$ cat config.mk
export PLATFORM = sky130hd
export DESIGN_NAME = pipe_hazard_ctrl
export DESIGN_NICKNAME = d
export VERILOG_FILES = /design/src/rtl/pipe_hazard_ctrl.sv
export SDC_FILE = /design/constraint.sdc
export NUM_CORES = 1
export LEC_CHECK = 0
export BUFFER_PORTS_ARGS = -buffer_cell sky130_fd_sc_hd__buf_2
export CAP_MARGIN = 15
export CORE_ASPECT_RATIO = 1.1
export CORE_MARGIN = 2
export CORE_UTILIZATION = 30
export DETAILED_ROUTE_END_ITERATION = 8
export PLACE_DENSITY = 0.68
export SLEW_MARGIN = 10
export SYNTH_ARGS = -nofsm -noshare
export SYNTH_HDL_FRONTEND = slang
export SYNTH_SLANG_ARGS = --single-unit
$ cat constraint.sdc
create_clock -name clk -period 2.4 [get_ports clk]
set_input_delay 0.24 -clock clk [delete_from_list [all_inputs] [get_ports clk]]
set_output_delay 0.24 -clock clk [all_outputs]
set_load 0.03 [all_outputs]
$ cat src/rtl/pipe_hazard_ctrl.sv
// Purpose : stall/flush sequencer for the 5-stage MIPS pipeline (PC and pipeline-register enables/clears).
// Latency : control outputs are combinational from state and current inputs; counters update one cycle later.
// Backpressure: a mult/div holds IF/ID/EX for MDU_LAT cycles; a syscall halt freezes everything until go.
//
// Ports:
//   clk, rst                  clock, synchronous active-high reset
//   load_use, redirect_ex,    hazard / redirect / mult-div / syscall event inputs
//   mdu_start_ex, halt_wb
//   go                        debounced resume pulse, only honoured while halted
//   pc_en, *_en, *_clr        PC and pipeline-register write enables and synchronous clears
//   mdu_done                  cycle in which the mult/div result leaves EX
//   halted                    high while halted
//   cycle_cnt .. lu_cnt       performance counters (built only with PIPE_PERF_CNT_EN defined,
//                             otherwise tied to zero)
module pipe_hazard_ctrl #(
    parameter int MDU_LAT = 4,
    parameter int CNT_W   = 32
) (
    input  logic             clk,
    input  logic             rst,
    input  logic             load_use,
    input  logic             redirect_ex,
    input  logic             mdu_start_ex,
    input  logic             halt_wb,
    input  logic             go,
    output logic             pc_en,
    output logic             ifid_en,
    output logic             ifid_clr,
    output logic             idex_en,
    output logic             idex_clr,
    output logic             exmem_en,
    output logic             exmem_clr,
    output logic             memwb_en,
    output logic             mdu_done,
    output logic             halted,
    output logic [CNT_W-1:0] cycle_cnt,
    output logic [CNT_W-1:0] stall_cnt,
    output logic [CNT_W-1:0] flush_cnt,
    output logic [CNT_W-1:0] lu_cnt
);

    typedef enum logic [1:0] {RUN, MDU_WAIT, HALT} state_t;

    // Remaining EX cycles loaded on entry; the entry cycle itself is the first
    // of the MDU_LAT occupancy cycles, so MDU_LAT-1 are left to count.
    localparam logic [7:0] MDU_LOAD = 8'(MDU_LAT - 1);

    state_t     state;
    state_t     state_nxt;
    logic [7:0] mdu_cnt;
    logic [7:0] mdu_cnt_nxt;
    logic       resume_mask;
    logic       halt_q;
    logic       hold;

    // The syscall that caused the halt is still in WB on the first cycle after
    // resume; masking it for that one cycle lets it retire instead of re-halting.
    assign halt_q = halt_wb & ~resume_mask;

    always_comb begin
        pc_en       = 1'b1;
        ifid_en     = 1'b1;
        ifid_clr    = 1'b0;
        idex_en     = 1'b1;
        idex_clr    = 1'b0;
        exmem_en    = 1'b1;
        exmem_clr   = 1'b0;
        memwb_en    = 1'b1;
        mdu_done    = 1'b0;
        halted      = 1'b0;
        hold        = 1'b0;
        state_nxt   = state;
        mdu_cnt_nxt = mdu_cnt;

        case (state)
            RUN: begin
                if (halt_q) begin
                    // Outputs stay normal so the syscall commits in WB this cycle.
                    state_nxt = HALT;
                end else if (redirect_ex) begin
                    // Squash IF and ID; a concurrent load_use refers to the squashed
                    // ID instruction and is therefore dropped.
                    ifid_clr = 1'b1;
                    idex_clr = 1'b1;
                end else if (mdu_start_ex) begin
                    hold        = 1'b1;
                    mdu_cnt_nxt = MDU_LOAD;
                    state_nxt   = MDU_WAIT;
                end else if (load_use) begin
                    pc_en    = 1'b0;
                    ifid_en  = 1'b0;
                    idex_clr = 1'b1;
                end
            end
            MDU_WAIT: begin
                if (halt_q) begin
                    // Keep the mult/div parked in EX; it restarts its full latency on resume.
                    hold        = 1'b1;
                    mdu_cnt_nxt = 8'd0;
                    state_nxt   = HALT;
                end else if (mdu_cnt <= 8'd1) begin
                    mdu_done    = 1'b1;
                    mdu_cnt_nxt = 8'd0;
                    state_nxt   = RUN;
                end else begin
                    hold        = 1'b1;
                    mdu_cnt_nxt = mdu_cnt - 8'd1;
                end
            end
            HALT: begin
                pc_en    = 1'b0;
                ifid_en  = 1'b0;
                idex_en  = 1'b0;
                exmem_en = 1'b0;
                memwb_en = 1'b0;
                halted   = 1'b1;
                if (go) begin
                    state_nxt = RUN;
                end
            end
            default: begin
                state_nxt = RUN;
            end
        endcase

        // Hold pattern: freeze PC/IF/ID/EX, bubble into MEM, let MEM/WB drain.
        if (hold) begin
            pc_en     = 1'b0;
            ifid_en   = 1'b0;
            idex_en   = 1'b0;
            exmem_clr = 1'b1;
        end

        // While reset is asserted the pipeline sees the idle pattern.
        if (rst) begin
            pc_en     = 1'b1;
            ifid_en   = 1'b1;
            ifid_clr  = 1'b0;
            idex_en   = 1'b1;
            idex_clr  = 1'b0;
            exmem_en  = 1'b1;
            exmem_clr = 1'b0;
            memwb_en  = 1'b1;
            mdu_done  = 1'b0;
            halted    = 1'b0;
        end
    end

    always_ff @(posedge clk) begin
        if (rst) begin
            state       <= RUN;
            mdu_cnt     <= 8'd0;
            resume_mask <= 1'b0;
        end else begin
            state       <= state_nxt;
            mdu_cnt     <= mdu_cnt_nxt;
            resume_mask <= (state == HALT) && go;
        end
    end

`ifdef PIPE_PERF_CNT_EN
    logic flush_evt;
    logic lu_evt;

    assign flush_evt = (state == RUN) && !halt_q && redirect_ex;
    assign lu_evt    = (state == RUN) && !halt_q && !redirect_ex && !mdu_start_ex && load_use;

    always_ff @(posedge clk) begin
        if (rst) begin
            cycle_cnt <= '0;
            stall_cnt <= '0;
            flush_cnt <= '0;
            lu_cnt    <= '0;
        end else begin
            if (state != HALT) begin
                cycle_cnt <= cycle_cnt + 1'b1;
                if (!pc_en) begin
                    stall_cnt <= stall_cnt + 1'b1;
                end
            end
            if (flush_evt) begin
                flush_cnt <= flush_cnt + 1'b1;
            end
            if (lu_evt) begin
                lu_cnt <= lu_cnt + 1'b1;
            end
        end
    end
`else
    assign cycle_cnt = '0;
    assign stall_cnt = '0;
    assign flush_cnt = '0;
    assign lu_cnt    = '0;
`endif

endmodule
==> results of run 1 <==
[routing by layer]
layer / vias to the layer above / track usage, % / share of wire, % / routed length (um)
li1: 492 / - / - / -
met4: 0 / 7.32 / 4.4 / 99
met3: 7 / 1.35 / 14 / 324
met1: 461 / 6.64 / 32 / 724
met2: 94 / 11.1 / 49 / 1120
met5: - / 0 / 0 / 0
[through the flow]
stage | std cells | power, mW | util [%] | area, um2
global placement | 305 | 0.619 | 24.9 | 1340
floorplan | 345 | 0.742 | - | 2130
finish | 309 | 0.813 | 25.8 | 1380
detailed placement | 305 | 0.623 | 24.9 | 1340
global route | 309 | 0.861 | 25.8 | 1380
CTS | 309 | 0.813 | 25.8 | 1380
[power groups by stage]
stage	clock (mW)	combinational [mW]	sequential, mW
3_5_place_dp	0	0.410	0.213
4_1_cts	0.193	0.411	0.209
6_report	0.187	0.416	0.210
2_1_floorplan	0	0.537	0.205
3_3_place_gp	0	0.407	0.212
5_1_grt	0.200	0.450	0.211
[worst reg2reg max path: cells and delay by family, from the launching register on]
| kind | cells | cell delay, ns |
|---|---|---|
| buf+inv | 1 | 0.18 |
| simple gates | 3 | 1.38 |
| flops | 1 | 0.31 |
| compound gates | 1 | 0.14 |
[timing repair]
action | CTS | global route
endpoints found under the setup margin | 0 | 1
buffers inserted | 0 | 0
hold endpoints to repair | 0 | 0
resized for setup | 0 | 1
[cells by family (layout without fill, tap and decap cells)]
| logic type | count (synthesis) | after routing | synth area share (%) |
|---|---|---|---|
| AOI/OAI and AO/OA | 28 | 28 | 11.4 |
| adders and majority gates | 2 | 2 | 1.51 |
| buffers and inverters | 141 | 30 | 61.6 |
| DFF | 11 | 11 | 13.3 |
| other | 1 | 128 | 0.227 |
| and+or+nand+nor | 35 | 35 | 12.0 |
[cell type report]
type,instances,area [um2]
clock buffers,4,45.0
fillers,622,3980
inverters,7,26.3
multi-input cells,193,896
flip-flops and latches,11,220
well taps,75,93.8
repair buffers,19,103
[state kept, by name, indices dropped and copies added (netlist names)]
name         flops
resume_mask      1
state            2
mdu_cnt          8
[cell usage in the layout (no fill, tap or decap), types with 3 or more instances in the layout]
cell and instances:
dfxtp_1 11, nor3_1 3, buf_4 3, nand2_1 3
a21oi_1 10, nor2_1 6, buf_2 16, or3_1 4
or2_2 3, o31ai_1 5, or4_1 6, conb_1 128
o21ai_0 4, inv_1 7, clkbuf_8 3
[final timing paths]
path                            cells past startpoint          end       start
worst max-delay path                                5     mdu_done  mdu_cnt[4]
worst min-delay path                                2  resume_mask          go
worst max register to register                      5   mdu_cnt[7]  mdu_cnt[4]
worst min register to register                      2   mdu_cnt[4]  mdu_cnt[4]
==> flow_metrics.env, run 1 <==
export IMPL_status="finished clean"
export IMPL_synthTopCellsByCount="buf_4 (130), dfxtp_1 (11), a21oi_1 (10), inv_1 (7), nor2_1 (7)"
export IMPL_die_w_um=74.8
export IMPL_p_int_uw=373
export IMPL_yosys_warnings=0
export IMPL_worst_hold_slack_ns=0.219
export IMPL_critPathBufInv=2
export IMPL_grt_max_degree=17
export IMPL_drt_total_wl_mm=2.26
export IMPL_path_clk_slew_ns=0.05
export IMPL_drcViolationCount=0
export IMPL_coreArea_mm2=0.00536
export IMPL_synth_most_common_cell="buf_4"
export IMPL_synth_top_cell_area_share_pct=59.0
export IMPL_slew_headroom_pct=64.9
export IMPL_seqPwrFrac_pct=25.8
export IMPL_cts_sinks=11
export IMPL_cts_htree_levels=1
export IMPL_setup_viol_count_final=0
export IMPL_cts_buffer_depth=2
export IMPL_antenna_found_initial=0
export IMPL_cp_end_kind="output port"
export IMPL_synth_ff_latch_count=11
export IMPL_antenna_cells=0
export IMPL_cts_tree="yes"
export IMPL_path_delay_family="simple AND/OR/NAND/NOR gates"
export IMPL_cpPeakStageDelay_ns=0.57
export IMPL_syn_area_per_cell_um2=7.59
export IMPL_drive_gt1_share_pct=13.2
export IMPL_area_growth_pct=-16.3
export IMPL_drv_cap=0
export IMPL_yosysSeqAreaShare_pct=13.3
export IMPL_ys_top_cells_by_area="buf_4 (59%), dfxtp_1 (13%), a21oi_1 (3.0%), or4_1 (2.7%), o31ai_1 (2.3%)"
export IMPL_dp_hpwl_mm=1.89
export IMPL_hold_buffers=0
export IMPL_dr_pass1_iters=5
export IMPL_initial_utilization_pct=30.9
export IMPL_worstPathRequired_ns=2.16
export IMPL_finalWeightedCongestion=0.778
export IMPL_fmax_ghz=0.445
export IMPL_worst_slew_pin_transition_ns=0.523
export IMPL_powerDensity_mw_per_mm2=588
export IMPL_die_h_um=81.9
export IMPL_tns_ns=0
export IMPL_insertion_delay_ns=0.24
export IMPL_peakVddDrop_mv=0.242
export IMPL_crit_slowest_cell="or4_1"
export IMPL_hold_viol=0
export IMPL_root_buffer="clkbuf_8"
export IMPL_rsz0062_at_grt="false"
export IMPL_synth_edf_count=0
export IMPL_syn_area_mm2=0.00165
export IMPL_grt_pass1_vias=714
export IMPL_synthArstFlopShare_pct=0
export IMPL_grt_first_pass_wirelength_mm=3.04
export IMPL_crit_type="flip-flop to output port"
export IMPL_skew_ns=0.00123
export IMPL_synth_top_area_cell="buf_4"
export IMPL_finalCritPeriodShare_pct=93.7
export IMPL_io_pins=145
export IMPL_pre_cts_slack_ns=0.341
export IMPL_synth_cell_type_count=30
export IMPL_synthCells=218
export IMPL_post_route_min_period_ns=2.25
export IMPL_power_frac_comb_pct=51.2
export IMPL_r2r_setup_slack_ns=0.33
export IMPL_power_switching_uw=440
export IMPL_path_cells="or4_1 > nor4_1 > buf_4 > and3_1 > buf_2"
export IMPL_hp_class="primary input to flip-flop"
export IMPL_crit_arrival_ns=2.01
export IMPL_numCtsBuffers=3
export IMPL_io_buffers=16
export IMPL_grt_overflow_total=0
export IMPL_ys_flop_type="dfxtp_1"
export IMPL_die_area_mm2=0.00612
export IMPL_vias_per_cell=3.41
export IMPL_cp_start_kind="flip-flop"
export IMPL_nets=244
export IMPL_routedWlPerCell_um=7.33
export IMPL_vias=1054
export IMPL_ant_nets=0
export IMPL_cellLeakagePower_nw=0.785
export IMPL_report_final_slew_viol_count=0
export IMPL_post_route_worst_setup_slack_ns=0.151
export IMPL_swShare_pct=54.1
export IMPL_track_usage_pct=6.73
export IMPL_clockPowerShare_pct=23.0
export IMPL_drt_iter0_markers=14
export IMPL_rows=28
export IMPL_worstPathMaxFanout=4
Note: power is estimated with default switching activity, not from simulation.
==> run 2, diff against run 1 <==
--- a/config.mk
+++ b/config.mk
@@ -9,9 +9,10 @@
 export CAP_MARGIN = 15
 export CORE_ASPECT_RATIO = 1.1
 export CORE_MARGIN = 2
-export CORE_UTILIZATION = 30
+export CORE_UTILIZATION = 39
 export DETAILED_ROUTE_END_ITERATION = 8
-export PLACE_DENSITY = 0.68
+export PLACE_DENSITY = 0.84
+export REMOVE_ABC_BUFFERS = 1
 export SLEW_MARGIN = 10
 export SYNTH_ARGS = -nofsm -noshare
 export SYNTH_HDL_FRONTEND = slang
==> run 2 against run 1 <==
Global-route usage grew 1.5 points; maximum frequency grew 0.28%; largest cell class unchanged; clock power is essentially flat; register-to-register slack gained 0.12 ns; die area shrank 22%; first-iteration DRC count shrank 29%; cell area shrank 1.8%; via count shrank 2.4%; worst hold slack is essentially flat; total power grew 0.25%; clock-buffer cell count is the same.
==> flow_metrics.env, run 2 (synthesized netlist as in run 1, its figures left out) <==
export IMPL_status="finished clean"
export IMPL_holdPathEnd="state[1]"
export IMPL_met2_usage_pct=14.7
export IMPL_finalCoreUtilization_pct=33.8
export IMPL_worst_slew_pin_transition_ns=0.511
export IMPL_hp_start="rst"
export IMPL_top_register="mdu_cnt"
export IMPL_finalWeightedCongestion=0.877
export IMPL_numCtsBuffers=3
export IMPL_critPathLaunch="mdu_cnt[0]"
export IMPL_grt_first_pass_wirelength_mm=3.04
export IMPL_final_cell_mix="conb_1 (128), buf_2 (16), dfxtp_1 (11), a21oi_1 (10), inv_1 (7)"
export IMPL_timing_rr_start="mdu_cnt[4]"
export IMPL_finalCritPeriodShare_pct=93.4
export IMPL_insertion_delay_ns=0.24
export IMPL_rsz0062_at_grt="false"
export IMPL_cp_depth=6
export IMPL_slew_headroom_pct=65.7
export IMPL_path_clk_slew_ns=0.05
export IMPL_die_h_um=72.3
export IMPL_coreArea_mm2=0.00402
export IMPL_powerDensity_mw_per_mm2=600
export IMPL_cts_htree_levels=1
export IMPL_cts_tree="yes"
export IMPL_hold_buffers=0
export IMPL_crit_type="flip-flop to output port"
export IMPL_report_final_slew_viol_count=0
export IMPL_worstPathRequired_ns=2.16
export IMPL_track_usage_pct=8.26
export IMPL_antenna_cells=0
export IMPL_rr_endpoint="mdu_cnt[7]"
export IMPL_layout_commonest_cell="conb_1"
export IMPL_dr_pass1_iters=4
export IMPL_die_w_um=66.1
export IMPL_setup_viol_count_final=0
export IMPL_io_buffers=16
export IMPL_grt_pass1_vias=723
export IMPL_hold_depth=2
export IMPL_r2r_cells=4
export IMPL_cp_end_kind="output port"
export IMPL_dp_hpwl_mm=1.89
export IMPL_die_area_mm2=0.00478
export IMPL_grt_use_met3_pct=1.40
export IMPL_vias=1029
export IMPL_crit_arrival_ns=2.00
export IMPL_worst_hold_slack_ns=0.219
export IMPL_drt_iter0_markers=10
export IMPL_drv_cap=0
export IMPL_crit_slowest_cell="a2111oi_1"
export IMPL_grt_use_met1_pct=8.29
export IMPL_cts_buffer_depth=2
export IMPL_post_route_min_period_ns=2.24
export IMPL_drcViolationCount=0
export IMPL_cellLeakagePower_nw=0.777
export IMPL_tns_ns=0
export IMPL_hold_viol=0
export IMPL_worstPathMaxFanout=6
export IMPL_skew_ns=0.00139
export IMPL_cts_setup_buffers=0
export IMPL_critPathBufInv=2
export IMPL_cpPeakStageDelay_ns=0.44
export IMPL_peakVddDrop_mv=0.252
export IMPL_r2r_setup_slack_ns=0.45
export IMPL_cts_sinks=11
export IMPL_path_cells="inv_1 > ha_1 > nor2_2 > nor4_4 > a2111oi_1 > buf_2"
export IMPL_grt_busiest_layer="met2"
export IMPL_root_buffer="clkbuf_8"
export IMPL_nets=242
export IMPL_drt_total_wl_mm=2.30
export IMPL_ant_nets=0
export IMPL_routedWlPerCell_um=8.09
export IMPL_vias_per_cell=3.62
export IMPL_initial_utilization_pct=41.1
export IMPL_largest_reg_flops=8
export IMPL_reg_top3="mdu_cnt (8), state (2), resume_mask (1)"
export IMPL_fmax_ghz=0.446
export IMPL_cp_start_kind="flip-flop"
export IMPL_area_growth_pct=-17.9
export IMPL_grt_overflow_total=0
export IMPL_io_pins=145
export IMPL_antenna_found_initial=0
export IMPL_drive_gt1_share_pct=13.4
export IMPL_hp_class="primary input to flip-flop"
export IMPL_grt_max_degree=17
export IMPL_rows=24
export IMPL_path_delay_family="compound AO/OA/AOI/OAI gates"
run 2: changes by cell type in the layout (fill, tap and decap cells not counted):
cell / previous run / this run
buf_4: 3 / 1
o21ai_0: 4 / 5
or4_1: 6 / 5
nor4_1: 1 / 0
nor4_4: 0 / 1
o21ai_1: 1 / 0
or4_4: 0 / 1
run 2: per-stage QoR:
step | instance area, um2 | instances | power (mW) | worst slack [ns]
floorplan | 1140 | 211 | 0.571 | -0.490
global placement | 1290 | 280 | 0.606 | 0.307
detailed placement | 1290 | 280 | 0.610 | 0.268
CTS | 1340 | 284 | 0.803 | 0.0160
global route | 1360 | 284 | 0.859 | 0.0484
finish | 1360 | 284 | 0.815 | 0.158
run 2: cell type report:
type / count / area (um2)
Clock buffer: 4 / 45.0
Sequential cell: 11 / 220
Fill cell: 437 / 2670
Multi-Input combinational cell: 193 / 915
Inverter: 7 / 26.3
Tap cell: 52 / 65.1
Timing Repair Buffer: 17 / 87.6
run 2: how the worst max path moves through the flow:
stage | endpoint | slack (ns)
global placement | pc_en | 0.31
floorplan | ifid_en | -0.49
finish | exmem_clr | 0.16
detailed placement | ifid_en | 0.27
CTS | exmem_clr | 0.02
global route | exmem_clr | 0.05
run 2: worst reg2reg max path, stage by stage (launching register included):
cell,delay [ns]
dfxtp_1,0.33
or4_4,0.60
or4_1,0.50
or3_1,0.34
a21oi_2,0.13
run 2: timing repair:
action,4_1_cts,5_1_grt
cloned,0,0
gates resized for setup,1,4
endpoints found under the setup margin,2,3
run 2: routing by layer:
metal,routed length (um),up-vias
met5,0,-
li1,-,484
met4,63,0
met2,1240,86
met1,702,454
met3,288,5
run 2: where the power goes:
| group | internal, mW | switching, mW | total, mW |
|---|---|---|---|
| combinational | 0.0593 | 0.360 | 0.420 |
| clock | 0.117 | 0.0693 | 0.186 |
| sequential | 0.195 | 0.0144 | 0.210 |
| total | 0.371 | 0.444 | 0.815 |
==> run 3, diff against run 2 <==
--- a/config.mk
+++ b/config.mk
@@ -5,13 +5,14 @@
 export SDC_FILE = /design/constraint.sdc
 export NUM_CORES = 1
 export LEC_CHECK = 0
+export ABC_AREA = 1
 export BUFFER_PORTS_ARGS = -buffer_cell sky130_fd_sc_hd__buf_2
 export CAP_MARGIN = 15
-export CORE_ASPECT_RATIO = 1.1
+export CORE_ASPECT_RATIO = 1.4
 export CORE_MARGIN = 2
-export CORE_UTILIZATION = 39
+export CORE_UTILIZATION = 36
 export DETAILED_ROUTE_END_ITERATION = 8
-export PLACE_DENSITY = 0.84
+export PLACE_DENSITY = 0.8
 export REMOVE_ABC_BUFFERS = 1
 export SLEW_MARGIN = 10
 export SYNTH_ARGS = -nofsm -noshare
==> constraint.sdc (replaced) <==
create_clock -name clk -period 2 [get_ports clk]
set_input_delay 0.2 -clock clk [delete_from_list [all_inputs] [get_ports clk]]
set_output_delay 0.2 -clock clk [all_outputs]
set_load 0.03 [all_outputs]
==> run 3 against run 2 <==
Register-to-register slack improved by 0.17 ns; clock-buffer cell count unchanged; utilization fell by 3.0 points; largest cell class unchanged; routed wire length fell by 7.8%; highest routed layer unchanged; via count up 4.5%; sequential power up 18%.
==> flow_metrics.env, run 3 <==
export IMPL_rr_endpoint="mdu_cnt[2]"
export IMPL_die_h_um=86.6
export IMPL_r2r_setup_slack_ns=0.62
export IMPL_cp_start_kind="flip-flop"
export IMPL_synth_cell_type_count=25
export IMPL_path_clk_slew_ns=0.05
export IMPL_power_total_mw=1.02
export IMPL_finalWeightedCongestion=0.781
export IMPL_cts_sinks=11
export IMPL_largest_reg_flops=8
export IMPL_layout_commonest_cell="conb_1"
export IMPL_grt_max_degree=14
export IMPL_area_growth_pct=-16.5
export IMPL_critPathLaunch="mdu_cnt[1]"
export IMPL_synth_top_area_cell="buf_4"
export IMPL_synth_ff_latch_count=11
export IMPL_powerDensity_mw_per_mm2=693
export IMPL_finalCoreUtilization_pct=30.8
export IMPL_syn_area_mm2=0.00176
export IMPL_vias=1075
export IMPL_coreArea_mm2=0.00477
export IMPL_hp_class="primary input to flip-flop"
export IMPL_holdPathEnd="resume_mask"
export IMPL_status="finished clean"
export IMPL_io_pins=145
export IMPL_power_frac_comb_pct=53.5
export IMPL_final_cell_mix="conb_1 (128), inv_1 (16), nand2_1 (14), buf_2 (13), dfxtp_1 (11)"
export IMPL_hold_depth=3
export IMPL_drt_total_wl_mm=2.12
export IMPL_numCtsBuffers=3
export IMPL_crit_arrival_ns=1.66
export IMPL_cellLeakagePower_nw=0.842
export IMPL_peakVddDrop_mv=0.405
export IMPL_yosysSeqAreaShare_pct=12.5
export IMPL_synthArstFlopShare_pct=0
export IMPL_hp_start="go"
export IMPL_power_switching_uw=562
export IMPL_synthCells=240
export IMPL_vias_per_cell=3.37
export IMPL_initial_utilization_pct=36.8
export IMPL_cts_setup_buffers=0
export IMPL_drive_gt1_share_pct=19.2
export IMPL_worstPathRequired_ns=1.80
export IMPL_hold_viol=0
export IMPL_rows=30
export IMPL_routedWlPerCell_um=6.64
export IMPL_track_usage_pct=6.73
export IMPL_dp_hpwl_mm=1.83
export IMPL_worstPathMaxFanout=5
export IMPL_reg_top3="mdu_cnt (8), state (2), resume_mask (1)"
export IMPL_setup_viol_count_final=0
export IMPL_rsz0062_at_grt="false"
export IMPL_cts_buffer_depth=2
export IMPL_syn_area_per_cell_um2=7.31
export IMPL_ys_top_cells_by_area="buf_4 (56%), dfxtp_1 (13%), inv_1 (3.4%), nand2_1 (3.0%), nand3_1 (2.6%)"
export IMPL_clockPowerShare_pct=22.0
export IMPL_antenna_found_initial=0
export IMPL_synth_most_common_cell="buf_4"
export IMPL_die_area_mm2=0.00546
export IMPL_report_final_slew_viol_count=0
export IMPL_nets=265
export IMPL_cp_end_kind="output port"
export IMPL_worst_hold_slack_ns=0.191
export IMPL_grt_first_pass_wirelength_mm=2.86
export IMPL_top_register="mdu_cnt"
export IMPL_drcViolationCount=0
export IMPL_seqPwrFrac_pct=24.4
export IMPL_grt_pass1_vias=717
export IMPL_synth_edf_count=0
export IMPL_cts_tree="yes"
export IMPL_io_buffers=16
export IMPL_skew_ns=0.00111
export IMPL_dr_pass1_iters=4
export IMPL_drv_cap=0
export IMPL_timing_rr_start="mdu_cnt[0]"
export IMPL_yosys_warnings=0
export IMPL_die_w_um=63.0
export IMPL_r2r_cells=9
export IMPL_ys_flop_type="dfxtp_1"
export IMPL_crit_type="flip-flop to output port"
export IMPL_post_route_min_period_ns=1.86
export IMPL_antenna_cells=0
export IMPL_insertion_delay_ns=0.24
export IMPL_cts_htree_levels=1
export IMPL_swShare_pct=55.3
export IMPL_root_buffer="clkbuf_8"
export IMPL_grt_overflow_total=0
export IMPL_synth_top_cell_area_share_pct=56.0
export IMPL_fmax_ghz=0.539
export IMPL_p_int_uw=455
export IMPL_synthTopCellsByCount="buf_4 (131), inv_1 (16), nand2_1 (14), dfxtp_1 (11), nand3_1 (9)"
export IMPL_ant_nets=0
export IMPL_finalCritPeriodShare_pct=92.8
export IMPL_drt_iter0_markers=15
==> run 3: cell types whose count changed after synthesis, sizes merged, moves of 3 or more <==
cell,previous run,this run
a21oi,11,8
nand3,1,12
or2,3,0
o31ai,6,0
inv,7,21
nand2,3,22
or4,6,0
clkbuf,3,0
or3,5,0
nor2,7,16
==> run 3: routing by layer <==
| layer | GRT usage [%] | share of wire [%] | vias to the layer above |
|---|---|---|---|
| li1 | - | - | 504 |
| met1 | 5.37 | 29 | 447 |
| met2 | 13.8 | 49 | 119 |
| met3 | 0.779 | 19 | 5 |
| met4 | 6.06 | 3.3 | 0 |
| met5 | 0 | 0 | - |
==> run 3: layout make-up <==
type                    count  area (um2)
clock buffers               4        45.0
repair buffers             16        87.6
multi-input cells         202         951
inverters                  22        82.6
well taps                  64        80.1
fillers                   510        3300
flip-flops and latches     11         220
==> run 3: kinds of logic after synthesis <==
| group | count (synthesis) | synth area share (%) |
|---|---|---|
| compound gates | 15 | 5.13 |
| xor+xnor | 2 | 0.998 |
| fa+ha+maj | 2 | 1.43 |
| buf+inv | 154 | 61.4 |
| flops | 11 | 12.5 |
| other cells | 1 | 0.214 |
| simple gates | 55 | 18.3 |
==> run 3: power groups by stage <==
| stage | Sequential, mW | Clock, mW | Combinational, mW |
|---|---|---|---|
| 6_report | 0.248 | 0.224 | 0.544 |
| 5_1_grt | 0.250 | 0.241 | 0.579 |
| 4_1_cts | 0.248 | 0.231 | 0.530 |
| 3_5_place_dp | 0.252 | 0 | 0.529 |
| 3_3_place_gp | 0.251 | 0 | 0.521 |
| 2_1_floorplan | 0.249 | 0 | 0.485 |
==> run 3: worst max path at each step <==
stage / to / slack [ns]
floorplan: ifid_en / -0.07
global placement: ifid_en / 0.40
detailed placement: ifid_en / 0.31
CTS: ifid_en / 0.05
global route: ifid_en / 0.02
finish: ifid_en / 0.14
==> run 3: what timing repair did <==
action                                  CTS  global route
resized for setup                         0             9
hold buffers                              0             0
endpoints found under the setup margin    0             3
==> run 3: critical path, cell delays in order, from the launching register on <==
cell     delay (ns)
dfxtp_1        0.31
inv_1          0.14
ha_1           0.20
nor2_2         0.05
nor2_4         0.12
nand2_4        0.08
o21ai_2        0.13
nand2_1        0.09
o21ai_2        0.13
buf_4          0.18
==> run 3: per-stage QoR <==
stage / cell area [um2] / std cells / setup slack (ns) / setup TNS [ns]
2_1_floorplan: 1240 / 235 / -0.0716 / -0.143
3_3_place_gp: 1400 / 315 / 0.396 / 0
3_5_place_dp: 1400 / 315 / 0.314 / 0
4_1_cts: 1440 / 319 / 0.0469 / 0
5_1_grt: 1470 / 319 / 0.0239 / 0
6_report: 1470 / 319 / 0.144 / 0
